<file path="src/rtl/arbitro_quatro_pkg.sv">
`default_nettype none
// ============================================================================
// Module  : arbitro_quatro_pkg
// Brief   : Shared definitions for the four-way arbiter: FSM state encoding,
//           requester index constants and the default hold limit.
// Revision: 1.0 - initial release
// ============================================================================
package arbitro_quatro_pkg;

  // Arbiter FSM: no owner / exactly one owner
  typedef enum logic [0:0] {
    IDLE  = 1'b0,
    OWNED = 1'b1
  } state_t;

  // Requester indices (bit positions in req / gnt)
  localparam logic [1:0] A = 2'd0;
  localparam logic [1:0] B = 2'd1;
  localparam logic [1:0] C = 2'd2;
  localparam logic [1:0] D = 2'd3;

  // Default maximum consecutive grant cycles per owner
  localparam int HOLD_MAX_DEFAULT = 8;

  // Encoded index to one-hot grant vector
  function automatic logic [3:0] idx_to_onehot(input logic [1:0] idx);
    return 4'b0001 << idx;
  endfunction

endpackage
`default_nettype wire

</file>
<file path="src/rtl/arbitro_prioridade.sv">
`default_nettype none
// ============================================================================
// Module  : arbitro_prioridade
// Brief   : Combinational winner search over four requests. Starting at
//           i_start and moving upward with wrap 3->0, returns the first
//           request that is also enabled by i_mask. Fixed priority is
//           obtained with i_start = 0.
// Revision: 1.0 - initial release
// ============================================================================
module arbitro_prioridade
  import arbitro_quatro_pkg::*;
(
  input  logic [3:0] i_req,
  input  logic [1:0] i_start,
  input  logic [3:0] i_mask,
  output logic [1:0] o_idx,
  output logic       o_valid
);

  logic [3:0] w_elig;
  logic [1:0] w_cand;

  // Scan from the farthest candidate back to i_start so the nearest hit wins
  always_comb begin
    w_elig  = i_req & i_mask;
    o_idx   = A;
    o_valid = 1'b0;
    w_cand  = i_start;
    for (int k = 3; k >= 0; k--) begin
      w_cand = i_start + 2'(k);
      if (w_elig[w_cand]) begin
        o_idx   = w_cand;
        o_valid = 1'b1;
      end
    end
  end

endmodule
`default_nettype wire

</file>
<file path="src/rtl/arbitro_quatro.sv">
`default_nettype none
// ============================================================================
// Module  : arbitro_quatro
// Brief   : Four-requester locking arbiter with fixed-priority (m=0) or
//           round-robin (m=1) selection, registered one-hot grant and a
//           combinational data mux of the owner's input.
//           Optional macro ARBITRO_TIMEOUT_EN adds an 8-bit hold counter that
//           forces a hand-over after HOLD_MAX cycles when others are waiting.
// Revision: 1.0 - initial release
// ============================================================================
module arbitro_quatro
  import arbitro_quatro_pkg::*;
#(
  parameter int W        = 1,
  parameter int HOLD_MAX = HOLD_MAX_DEFAULT
) (
  input  logic         clock,
  input  logic         reset,
  input  logic         m,
  input  logic [3:0]   req,
  input  logic [W-1:0] din_a,
  input  logic [W-1:0] din_b,
  input  logic [W-1:0] din_c,
  input  logic [W-1:0] din_d,
  output logic [3:0]   gnt,
  output logic [1:0]   gnt_idx,
  output logic         busy,
  output logic [W-1:0] dout
);

  // Reject an out-of-range hold limit at elaboration
  if ((HOLD_MAX < 2) || (HOLD_MAX > 255)) begin : g_hold_max_range
    $error("arbitro_quatro: HOLD_MAX must be in 2..255");
  end

  state_t     r_state;
  logic [3:0] r_gnt;
  logic [1:0] r_gnt_idx;
  logic       r_busy;
  logic [1:0] r_last_owner;

  logic       w_owner_req;
  logic       w_timeout;
  logic       w_arb;
  logic [3:0] w_mask;
  logic [1:0] w_start;
  logic [1:0] w_win_idx;
  logic       w_win_valid;

`ifdef ARBITRO_TIMEOUT_EN
  localparam logic [7:0] c_HOLD_LAST = 8'(HOLD_MAX - 1);

  logic [7:0] r_hold;

  // Owner has used its slot and someone else is waiting
  always_comb begin
    w_timeout = (r_state == OWNED) && (r_hold >= c_HOLD_LAST) && (|(req & ~r_gnt));
  end
`else
  assign w_timeout = 1'b0;
`endif

  // Decide whether to arbitrate this cycle and with which start/mask
  always_comb begin
    w_owner_req = req[r_gnt_idx];
    w_arb       = (r_state == IDLE) ? (|req) : (!w_owner_req || w_timeout);
    // On timeout the current owner is excluded from the search
    w_mask      = w_timeout ? ~r_gnt : 4'hF;
    w_start     = m ? (r_last_owner + 2'd1) : A;
  end

  arbitro_prioridade u_prioridade (
    .i_req   (req),
    .i_start (w_start),
    .i_mask  (w_mask),
    .o_idx   (w_win_idx),
    .o_valid (w_win_valid)
  );

  // FSM with registered grant outputs and (optionally) the hold counter
  always_ff @(posedge clock or posedge reset) begin
    if (reset) begin
      r_state      <= IDLE;
      r_gnt        <= 4'b0000;
      r_gnt_idx    <= A;
      r_busy       <= 1'b0;
      r_last_owner <= D;
`ifdef ARBITRO_TIMEOUT_EN
      r_hold       <= 8'd0;
`endif
    end else if (w_arb) begin
      if (w_win_valid) begin
        r_state      <= OWNED;
        r_gnt        <= idx_to_onehot(w_win_idx);
        r_gnt_idx    <= w_win_idx;
        r_busy       <= 1'b1;
        r_last_owner <= w_win_idx;
      end else begin
        // Owner released and nobody else is waiting; last owner is kept
        r_state      <= IDLE;
        r_gnt        <= 4'b0000;
        r_gnt_idx    <= A;
        r_busy       <= 1'b0;
      end
`ifdef ARBITRO_TIMEOUT_EN
      r_hold <= 8'd0;
`endif
    end else begin
`ifdef ARBITRO_TIMEOUT_EN
      // Count owned cycles, saturating at the hand-over threshold
      if ((r_state == OWNED) && (r_hold < c_HOLD_LAST)) begin
        r_hold <= r_hold + 8'd1;
      end
`endif
    end
  end

  // Data mux follows the registered owner index
  always_comb begin
    dout = '0;
    if (r_busy) begin
      case (r_gnt_idx)
        A:       dout = din_a;
        B:       dout = din_b;
        C:       dout = din_c;
        default: dout = din_d;
      endcase
    end
  end

  assign gnt     = r_gnt;
  assign gnt_idx = r_gnt_idx;
  assign busy    = r_busy;

endmodule
`default_nettype wire

</file>
<file path="config.mk">
export PLATFORM = sky130hd
export DESIGN_NAME = arbitro_quatro
export DESIGN_NICKNAME = d
export VERILOG_FILES = /design/src/rtl/arbitro_quatro_pkg.sv /design/src/rtl/arbitro_prioridade.sv /design/src/rtl/arbitro_quatro.sv
export SDC_FILE = /design/constraint.sdc
export NUM_CORES = 1
export LEC_CHECK = 0
export CAP_MARGIN = 0
export CORE_MARGIN = 1.5
export CORE_UTILIZATION = 45
export DETAILED_ROUTE_END_ITERATION = 6
export PLACE_DENSITY = 0.75
export SYNTH_ARGS = -nofsm -noshare
export SYNTH_HDL_FRONTEND = slang
export SYNTH_SLANG_ARGS = --single-unit
</file>
<file path="constraint.sdc">
create_clock -name clock -period 4.8 [get_ports clock]
set_input_delay 0.48 -clock clock [delete_from_list [all_inputs] [get_ports clock]]
set_output_delay 0.48 -clock clock [all_outputs]
set_load 0.01 [all_outputs]
</file>
==> results.sh, run 1 <==
export IMPL_ys_warn_count=0
export IMPL_vias=632
export IMPL_routed_wl_mm=1.52
export IMPL_cts_setup_buffers=0
export IMPL_crit_path_max_fanout=1
export IMPL_finalClockSkew_ns=0.00387
export IMPL_crit_reg2reg_launch="r_last_owner[0]$_DFFE_PP1P_"
export IMPL_pwr_share_clk_pct=12.1
export IMPL_p_sw_mw=0.168
export IMPL_synth_top_area_share_pct=24.4
export IMPL_cts_max_path_buffers=2
export IMPL_grt_setup_unrepaired="false"
export IMPL_die_area_um2=1840
export IMPL_path_clk_slew_ns=0.06
export IMPL_setup_viol=0
export IMPL_htreeDepth=1
export IMPL_overflow=0
export IMPL_placed_area_um2=873
export IMPL_p_int_mw=0.288
export IMPL_routabilityCongestion=0.844
export IMPL_hold_viol=0
export IMPL_die_y_um=42.9
export IMPL_grt_max_degree=13
export IMPL_cp_end_kind="primary output"
export IMPL_p_seq_share_pct=33.3
export IMPL_cts_hold_buf=0
export IMPL_n_fill_cell=134
export IMPL_detail_route_wl_per_cell_um=13.9
export IMPL_arrival_ns=1.98
export IMPL_antenna_found_initial=0
export IMPL_fin_ws_ns=2.34
export IMPL_vdd_ir_drop_worst_v=0.000327
export IMPL_fin_crit_sh_pct=51.2
export IMPL_gr_usage_all_layers_pct=19.0
export IMPL_crit_type="in -> out"
export IMPL_fin_nets=105
export IMPL_dr_pass1_iters=4
export IMPL_place_hpwl_mm=1.16
export IMPL_slew_violations=0
export IMPL_num_antenna_cells=0
export IMPL_max_cap_violations=0
export IMPL_rows=14
export IMPL_area_growth_pct=25.5
export IMPL_syn_inst=76
export IMPL_chipWidth_um=42.9
export IMPL_synth_distinct_cells=34
export IMPL_power_total_mw=0.456
export IMPL_synth_nets=87
export IMPL_drt_iter0_drc=6
export IMPL_cts_tree="done"
export IMPL_grt_pass1_vias=605
export IMPL_status="completed"
export IMPL_cts_resized=0
export IMPL_start_util_pct=47.6
export IMPL_final_antenna_net_count=0
export IMPL_ioPinCount=19
export IMPL_synth_area_per_cell_um2=9.43
export IMPL_slew_headroom_pct=76.4
export IMPL_p_sw_share_pct=36.8
export IMPL_synth_top_cell_by_area="dfrtp_1"
export IMPL_portBuffers=18
export IMPL_worstHoldPathType="in -> async"
export IMPL_clkSinkCount=9
export IMPL_fin_tns_setup_ns=0
export IMPL_place_ws_ns=2.34
export IMPL_power_density_nw_per_um2=507
export IMPL_worstSetupStartpoint="din_d"
export IMPL_synth_area_um2=717
export IMPL_root_buffer="clkbuf_4"
export IMPL_ys_ff_latch=9
export IMPL_p_comb_share_pct=54.6
export IMPL_grt_pass1_wl_mm=2.62
export IMPL_drc=0
export IMPL_worstSetupStartpointType="primary input"
export IMPL_cts_buffers=3
export IMPL_avgViaCountPerCell=5.80
export IMPL_worstMarginPinSlew_ns=0.353
export IMPL_core_area_um2=1510
export IMPL_required_ns=4.32
export IMPL_timing_fmax_mhz=407
export IMPL_clk_latency_ns=0.25
export IMPL_period_needed_ns=2.46
export IMPL_p_leak_nw=0.369
export IMPL_synth_area_top_cells="dfrtp_1, dfstp_2, mux4_2"
export IMPL_stdcell_area_um2=900
export IMPL_ys_seq_area_share_pct=31.8
export IMPL_whs_ns=0.482
export IMPL_drive_above_1_share_pct=15.1
-- layer usage --
| layer | wire [µm] | track usage (%) |
|---|---|---|
| met5 | 0 | 0 |
| met4 | 35 | 9.38 |
| met3 | 50 | 1.70 |
| met2 | 699 | 30.0 |
| met1 | 730 | 25.9 |
-- layout make-up --
type | instances | area (µm²) | area share (%)
clock buffer | 4 | 26.3 | 2.92
inverter | 4 | 15.0 | 1.67
multi-input combinational | 58 | 430 | 47.8
sequential | 9 | 228 | 25.3
timing repair buffer | 18 | 180 | 20.0
tap | 16 | 20.0 | 2.23
-- critical path: stages --
cell and delay [ns]:
clkdlybuf4s50_1 0.40, mux4_2 0.46, and2_1 0.16, clkdlybuf4s50_1 0.48
-- stage by stage --
stage | std cells | util (%)
after floorplan | 76 | -
after global placement | 105 | 58.0
after detailed placement | 105 | 58.0
after CTS | 109 | 59.7
after global routing | 109 | 59.7
final | 109 | 59.7
-- power by group through the flow --
stage / sequential [mW] / combinational [mW] / clock [mW]
2_1_floorplan: 0.149 / 0.165 / 0
3_3_place_gp: 0.152 / 0.247 / 0
3_5_place_dp: 0.153 / 0.249 / 0
4_1_cts: 0.152 / 0.251 / 0.0590
5_1_grt: 0.157 / 0.275 / 0.0621
6_report: 0.152 / 0.249 / 0.0551
-- sequential cells by signal (all words and copies together) (netlist names) --
signal,flops
gnt,4
r_last_owner,2
busy,1
gnt_idx,2
-- kinds of logic after synthesis --
| logic type | count (synthesis) | synth area share (%) |
|---|---|---|
| AO/OA/AOI/OAI | 31 | 33.0 |
| buffers and inverters | 9 | 8.20 |
| flip-flops | 9 | 31.8 |
| multiplexers | 4 | 9.25 |
| AND/OR/NAND/NOR | 23 | 17.8 |
-- final timing paths --
path | depth (start not counted) | slack (ns) | endpoint
max | 4 | 2.34 | dout
min | 2 | 0.48 | gnt_idx[1]$_DFFE_PP0N_
max reg2reg | 5 | 3.02 | gnt[2]$_DFFE_PP0N_
min reg2reg | 1 | 0.50 | gnt[2]$_DFFE_PP0N_
max in group asynchronous | 2 | 4.02 | r_last_owner[0]$_DFFE_PP1P_
min in group clock | 1 | 0.50 | gnt[2]$_DFFE_PP0N_
-- placed cells by master, fill, tap and decap left out, types with 3 or more instances in the layout --
cell / n
o22ai_1: 3
clkdlybuf4s50_1: 18
clkbuf_4: 3
nand2b_1: 4
nor2_1: 5
nor2b_1: 3
nand2_1: 4
a21o_1: 4
inv_1: 4
a21oi_1: 5
dfrtp_1: 7
a22o_1: 4
-- cells in the mapped netlist --
| cell | instances |
|---|---|
| a211oi_2 | 1 |
| a21boi_0 | 1 |
| a21o_1 | 4 |
| a21oi_1 | 5 |
| a22o_1 | 4 |
| a22oi_1 | 1 |
| a2bb2oi_1 | 1 |
| and2_1 | 1 |
| buf_2 | 2 |
| buf_6 | 3 |
| dfrtp_1 | 7 |
| dfstp_2 | 2 |
| inv_1 | 4 |
| mux2_2 | 1 |
| mux2i_1 | 1 |
| mux4_2 | 2 |
| nand2_1 | 4 |
| nand2_2 | 2 |
| nand2b_1 | 4 |
| nand3_1 | 1 |
| nand4bb_1 | 1 |
| nor2_1 | 5 |
| nor2b_1 | 3 |
| o2111ai_1 | 1 |
| o211ai_1 | 2 |
| o21a_1 | 2 |
| o21ai_0 | 2 |
| o21ai_2 | 1 |
| o21ba_4 | 1 |
| o22a_1 | 1 |
| o22ai_1 | 3 |
| o2bb2ai_1 | 1 |
| or2_2 | 1 |
| or3b_1 | 1 |
No activity file was read; power rests on OpenSTA's default activity.
==> run 2, diff against run 1 <==
==> constraint.sdc (replaced) <==
create_clock -name clock -period 2.5 [get_ports clock]
set_input_delay 0.25 -clock clock [delete_from_list [all_inputs] [get_ports clock]]
set_output_delay 0.25 -clock clock [all_outputs]
set_load 0.01 [all_outputs]
==> results.sh, run 2 (synthesized netlist as in run 1, its figures left out) <==
export IMPL_gr_usage_all_layers_pct=20.2
export IMPL_grt_pass1_vias=610
export IMPL_crit_type="reg -> out"
export IMPL_rows=14
export IMPL_cts_hold_buf=0
export IMPL_core_area_um2=1510
export IMPL_layout_commonest_cell="clkdlybuf4s50_1"
export IMPL_cts_tree="done"
export IMPL_largest_reg_flops=4
export IMPL_drc=0
export IMPL_n_fill_cell=144
export IMPL_fin_crit_sh_pct=82.7
export IMPL_vdd_ir_drop_worst_v=0.000476
export IMPL_crit_reg2reg_launch="r_last_owner[0]$_DFFE_PP1P_"
export IMPL_fin_tns_setup_ns=0
export IMPL_cts_max_path_buffers=2
export IMPL_cts_setup_buffers=0
export IMPL_start_util_pct=47.6
export IMPL_period_needed_ns=2.07
export IMPL_worstSetupStartpoint="gnt_idx[0]$_DFFE_PP0N_"
export IMPL_hold_viol=0
export IMPL_clk_latency_ns=0.26
export IMPL_path_cells="mux4_2, and2_1, clkdlybuf4s50_1"
export IMPL_setup_viol=0
export IMPL_final_antenna_net_count=0
export IMPL_portBuffers=18
export IMPL_p_leak_nw=0.369
export IMPL_cts_buffers=3
export IMPL_dp_cells=105
export IMPL_place_hpwl_mm=1.21
export IMPL_cts_resized=0
export IMPL_max_cap_violations=0
export IMPL_drive_above_1_share_pct=15.1
export IMPL_avgViaCountPerCell=5.87
export IMPL_ioPinCount=19
export IMPL_slew_headroom_pct=77.3
export IMPL_fin_ws_ns=0.432
export IMPL_stdcell_count=109
export IMPL_num_antenna_cells=0
export IMPL_r2r_cells=5
export IMPL_rrSetupSlack_ns=0.73
export IMPL_htreeDepth=1
export IMPL_arrival_ns=1.82
export IMPL_most_common_layout_cells="clkdlybuf4s50_1, dfrtp_1, nor2_1, a21oi_1"
export IMPL_worstSetupStartpointType="register"
export IMPL_crit_path_max_fanout=4
export IMPL_antenna_found_initial=0
export IMPL_max_stage_delay_ns=0.51
export IMPL_status="completed"
export IMPL_finalClockSkew_ns=0.00248
export IMPL_power_density_nw_per_um2=984
export IMPL_worstReg2RegEnd="gnt_idx[0]$_DFFE_PP0N_"
export IMPL_fin_nets=105
export IMPL_dr_pass1_iters=4
export IMPL_die_area_um2=1840
export IMPL_endpoint="dout"
export IMPL_detail_route_wl_per_cell_um=14.5
export IMPL_worstHoldPathType="in -> async"
export IMPL_highest_layer="met4"
export IMPL_die_y_um=42.9
export IMPL_fin_util_pct=59.7
export IMPL_vias=640
export IMPL_root_buffer="clkbuf_4"
export IMPL_grt_pass1_wl_mm=2.78
export IMPL_cp_slowest_cell="mux4_2"
export IMPL_path_clk_slew_ns=0.06
export IMPL_area_growth_pct=25.5
export IMPL_worstMarginPinSlew_ns=0.340
export IMPL_grt_setup_unrepaired="false"
export IMPL_timing_fmax_mhz=484
export IMPL_wl_met2_um=764
export IMPL_grt_max_degree=13
export IMPL_overflow=0
export IMPL_slew_violations=0
export IMPL_clkSinkCount=9
export IMPL_drt_met1_wl_um=696
export IMPL_routabilityCongestion=0.844
export IMPL_chipWidth_um=42.9
export IMPL_drt_iter0_drc=10
export IMPL_place_ws_ns=0.473
export IMPL_routed_wl_mm=1.58
export IMPL_cp_end_kind="primary output"
export IMPL_wl_met3_um=87
export IMPL_required_ns=2.25
## run 2: cell counts in the layout (fill, tap and decap cells not counted)
Identical to the previous run, type by type.
## run 2: area by class of cell
cell class / count / area (µm²) / share of cell area [%]
inverters: 4 / 15.0 / 1.67
flip-flops and latches: 9 / 228 / 25.3
multi-input cells: 58 / 430 / 47.8
repair buffers: 18 / 180 / 20.0
clock buffers: 4 / 26.3 / 2.92
well taps: 16 / 20.0 / 2.23
## run 2: worst max-delay path, delay by kind of cell, from the launching register on
family	cells	cell delay, ns
buffers and inverters	1	0.48
muxes	1	0.51
DFF	1	0.41
and+or+nand+nor	1	0.16
## run 2: worst min-delay path by stage
stage / start / endpoint / depth (start not counted)
floorplan: reset / busy$_DFFE_PP0N_ / 1
global placement: gnt[2]$_DFFE_PP0N_ / gnt[2]$_DFFE_PP0N_ / 1
detailed placement: gnt[2]$_DFFE_PP0N_ / gnt[2]$_DFFE_PP0N_ / 1
CTS: reset / gnt_idx[1]$_DFFE_PP0N_ / 2
global route: reset / gnt[3]$_DFFE_PP0N_ / 2
finish: reset / gnt_idx[1]$_DFFE_PP0N_ / 2
## run 2: per-layer routing
metal | global-route usage, % | vias up
li1 | - | 314
met1 | 27.0 | 303
met2 | 30.3 | 17
met3 | 3.40 | 6
met4 | 11.9 | 0
met5 | 0 | -
## run 2: where the power goes
part | internal [mW] | total, mW | switching (mW)
Combinational | 0.275 | 0.483 | 0.208
Clock | 0.0614 | 0.110 | 0.0490
Sequential | 0.217 | 0.293 | 0.0755
Total | 0.553 | 0.886 | 0.332
## run 2: metrics by stage
stage	power (mW)	area (µm²)	hold slack (ns)
floorplan	0.603	717	0.0765
global placement	0.769	873	0.488
detailed placement	0.776	873	0.486
CTS	0.891	900	0.255
global route	0.953	900	0.292
finish	0.886	900	0.246
==> patch 1, RTL diff (settings of run 2) <==
Make the reset (`reset`) synchronous in one clocked block.
--- a/src/rtl/arbitro_quatro.sv
+++ b/src/rtl/arbitro_quatro.sv
@@ -78,7 +78,7 @@
   );
 
   // FSM with registered grant outputs and (optionally) the hold counter
-  always_ff @(posedge clock or posedge reset) begin
+  always_ff @(posedge clock) begin
     if (reset) begin
       r_state      <= IDLE;
       r_gnt        <= 4'b0000;
Function: differs if reset is asserted again (counterexample within 4 cycles, from zero or initial values and one cycle with reset high); with reset held inactive, the same outputs for 10 cycles.
==> patch 1 against run 2 <==
  * Sequential cell count is the same
  * Critical path depth is the same
  * Design area is 13% lower
  * Worst hold slack better by 220 ps
  * Final cell count fell by 9.2%
  * Core utilization up 9.1 points
  * Synthesized area fell by 21%
  * Synthesized cell count fell by 16%
  * Wire length down 18%
  * Non-clock buffer count did not move
  * Setup slack worse by 47 ps
  * Highest routed layer unchanged
Power is not compared: it rests on default switching activity, and its combinational part moved more than twofold at a synthesized area within 25%.
==> patch 1: results (changes against run 2) <==
Non-clock inverters=4 (unchanged); layout cell share with drive strength beyond 1=0.118 (-0.0329); antenna violations before repair=0 (unchanged); placed insts=95 (-9.5%); vias in the first global route=481 (-21%); clkbuf count=4 (unchanged); setup slack after placement=505 ps (+31.9 ps); CTS resizes=0 (unchanged); hold_ws=462 ps (+216 ps); Synth Instances=64 (-16%); R2R Path End=gnt[2]; routability cong.=0.875 (+3.7%); wl on met1=636 um (-8.6%); pin count of the biggest net entering global routing=11 (-2); clk_skew=5.04 ps (+2.55 ps); Final min period=2110 ps (+47.0 ps); end of the worst hold path=gnt[1]; HP Class=reg2reg; top cells by count, synth=dfxtp_1, nand2_1, a32o_1, nor2_1, inv_1; Antenna Cells=0 (unchanged); placed instance area=759 um^2 (-13%); Register Area=180 um^2 (-21%); met3 Use GR=0.0925 (+0.0584); metal2 WL=564 um (-26%); Post-DP HPWL=1.05 mm (-13%); Synth cell types=33 (-2.9%); outcome=finished, final reports clean; Final #Nets=97 (-7.6%); Power Clock=0.110 mW; count of multi-input gates=50 (-14%); final wirelength=1.30 mm (-18%); Total GRT Usage=0.211 (+0.00950); Seq/Total Area, Yosys=0.316 (-0.00114); crit path launch=gnt_idx[0]; Tightest Pin Transition=503 ps (+163 ps); fin util=0.689 (+0.0914); DRT iter0 DRCs=12 (+2); via count=558 (-13%); R2R Path Start=r_last_owner[1]; Filler cells=102 (-29%); Die Wd=38.6 um (-10%); Power Total=0.426 mW; Critical Path Fanout Max=5 (+1); GR Util met1=0.286 (+0.0162); clock network contribution to total cell area=0.0334 (+0.00423); multi-input gate share of total cell area=0.467 (-0.0119); routed len/inst=13.1 um (-9.8%); Critical Path AT=1860 ps (+40 ps); first-pass GRT wire length=2.13 mm (-24%); Non-clock buffer share=0.229 (+0.0290); ranking of synthesized cells by area=dfxtp_1, a32o_1, nand2_1; Net Count, Synth=75 (-14%)
patch 1: cell count changes in the layout (fill, tap and decap cells not counted), moves of 2 or more:
| cell | change |
|---|---|
| nand2b_1 | -2 |
| nor3b_1 | +2 |
| nand2_2 | -2 |
| a21o_1 | -3 |
| dfxtp_1 | +9 |
| o21ai_1 | +2 |
| a21oi_1 | -3 |
| nor2b_1 | -2 |
| a22o_1 | -3 |
| dfstp_2 | -2 |
| a32o_1 | +5 |
| o22ai_1 | -2 |
| dfrtp_1 | -7 |
| nand2_1 | +3 |
patch 1: worst max-delay path, stage by stage, from the launching register on:
cell             delay, ps
dfxtp_1                450
mux4_2                 520
and2_1                 160
clkdlybuf4s50_1        470
patch 1: kinds of logic (layout without fill, tap and decap cells):
group,count (synthesis),count (layout),share of synthesized area
mux,3,3,0.0747
compound gates,23,23,0.323
buf+inv,5,26,0.0396
flops,9,9,0.316
simple gates,24,24,0.246
==> patch 2, RTL diff (flow settings as in run 2) <==
Without the edit above. Add a define of `ARBITRO_TIMEOUT_EN`.
--- a/src/rtl/arbitro_quatro.sv
+++ b/src/rtl/arbitro_quatro.sv
@@ -8,6 +8,8 @@
 //           forces a hand-over after HOLD_MAX cycles when others are waiting.
 // Revision: 1.0 - initial release
 // ============================================================================
+`define ARBITRO_TIMEOUT_EN
+
 module arbitro_quatro
   import arbitro_quatro_pkg::*;
 #(
Function: changed (a bounded check fails within 10 cycles, from zero or initial values and one cycle with reset high).
==> patch 2 against run 2 <==
  * Via count up 61%
  * Setup slack worse by 380 ps
  * Synthesized area is 56% higher
  * Register-to-register slack worse by 670 ps
  * Maximum frequency decreased by 15%
  * Final cell count grew 59%
  * Total power is 58% higher
  * Worst hold slack better by 85 ps
  * Wire length increased by 72%
  * Clock skew about the same
  * Design area increased by 69%
  * Sequential cell count up 8
  * Critical endpoint is now gnt[3]
  * Largest cell class unchanged
==> patch 2: results (changes against run 2) <==
outcome=finished, final reports clean; final wirelength=2.72 mm (+72%); met3 Use GR=0.0600 (+0.0260); Rel. slew slack=0.590 (-0.183); Worst-path clk slew=90 ps (+30 ps); Net Count, Synth=120 (+38%); first-pass GRT wire length=4.32 mm (+55%); vias in the first global route=948 (+55%); via count=1033 (+61%); layout cell share with drive strength beyond 1=0.324 (+0.174); r2r worst-path depth=8 (+3); antenna violations before repair=0 (unchanged); post-synthesis async set-or-reset flop share=1.00 (unchanged); Final #Nets=158 (+50%); Critical Path AT=2620 ps (+800 ps); DRT iter0 DRCs=38 (+28); routed len/inst=15.7 um (+8.3%); Startpoint Class=flip-flop; placed insts=167 (+59%); metal2 WL=1.29 mm (+69%); adder-cell share of the synthesized area=0.0112 (+0.0112); Leakage=0.664 nW (+80%); Seq/Total Area, Yosys=0.383 (+0.0658); max FFs per register=8 (+4); Critical Path Fanout Max=7 (+3); wl on met1=1.21 mm (+73%); CTS root buffer=clkbuf_4; hold_ws=332 ps (+85.4 ps); clk_skew=2.72 ps (+0.238 ps); ranking of synthesized cells by area=dfrtp_1, mux4_2, dfstp_2; Mean Syn Cell Area=10.3 um^2 (+9.5%); placed instance area=1430 um^2 (+63%); GR Util met1=0.307 (+0.0376); setup slack after placement=-93.9 ps (-567 ps); R2R Path Start=r_hold[0]; WL met3=162 um (+86%); Clk Latency, worst-skew pair=280 ps (+20 ps); routability cong.=0.856 (+1.4%); top cells by count, synth=dfrtp_1, nand2_1, nor2_1; mux cell area share after synthesis=0.122 (+0.0297); xor and xnor fraction of the mapped netlist area=0.0157 (+0.0157); GR met2 Demand/Resource=0.308 (+0.00530); NetSw=0.532 mW (+60%); worst vdd ir=0.639 mV (+34%); Synth cell types=39 (+15%)
patch 2: cell count changes after synthesis, sizes merged, moves of 4 or more:
cell / delta
a21o: -4
nand2: +5
and2: +6
a32o: +4
dfrtp: +8
nand3: +5
patch 2: power groups by stage:
stage	combinational, mW	sequential, mW	clock (mW)
after floorplan	0.431	0.464	0
after global placement	0.697	0.468	0
after detailed placement	0.719	0.473	0
after CTS	0.748	0.468	0.143
after global routing	0.847	0.482	0.154
final	0.788	0.472	0.141
patch 2: layout make-up:
type | count | area [um^2]
fill | 161 | 758
multi-input combinational | 82 | 694
sequential | 17 | 428
timing repair buffer | 35 | 308
tap | 28 | 35.0
clock buffer | 4 | 26.3
inverter | 7 | 26.3
patch 2: critical path: stages, from the launching register on:
cell	delay (ps)
dfrtp_1	390
ha_2	200
a211o_4	340
o41a_4	400
a32o_2	300
and2_4	140
o31ai_4	230
inv_1	70
a32o_1	260
patch 2: repair_timing:
action                     CTS  global route
setup buffers                0             2
setup endpoints to repair    6             8
resized for setup            3             9
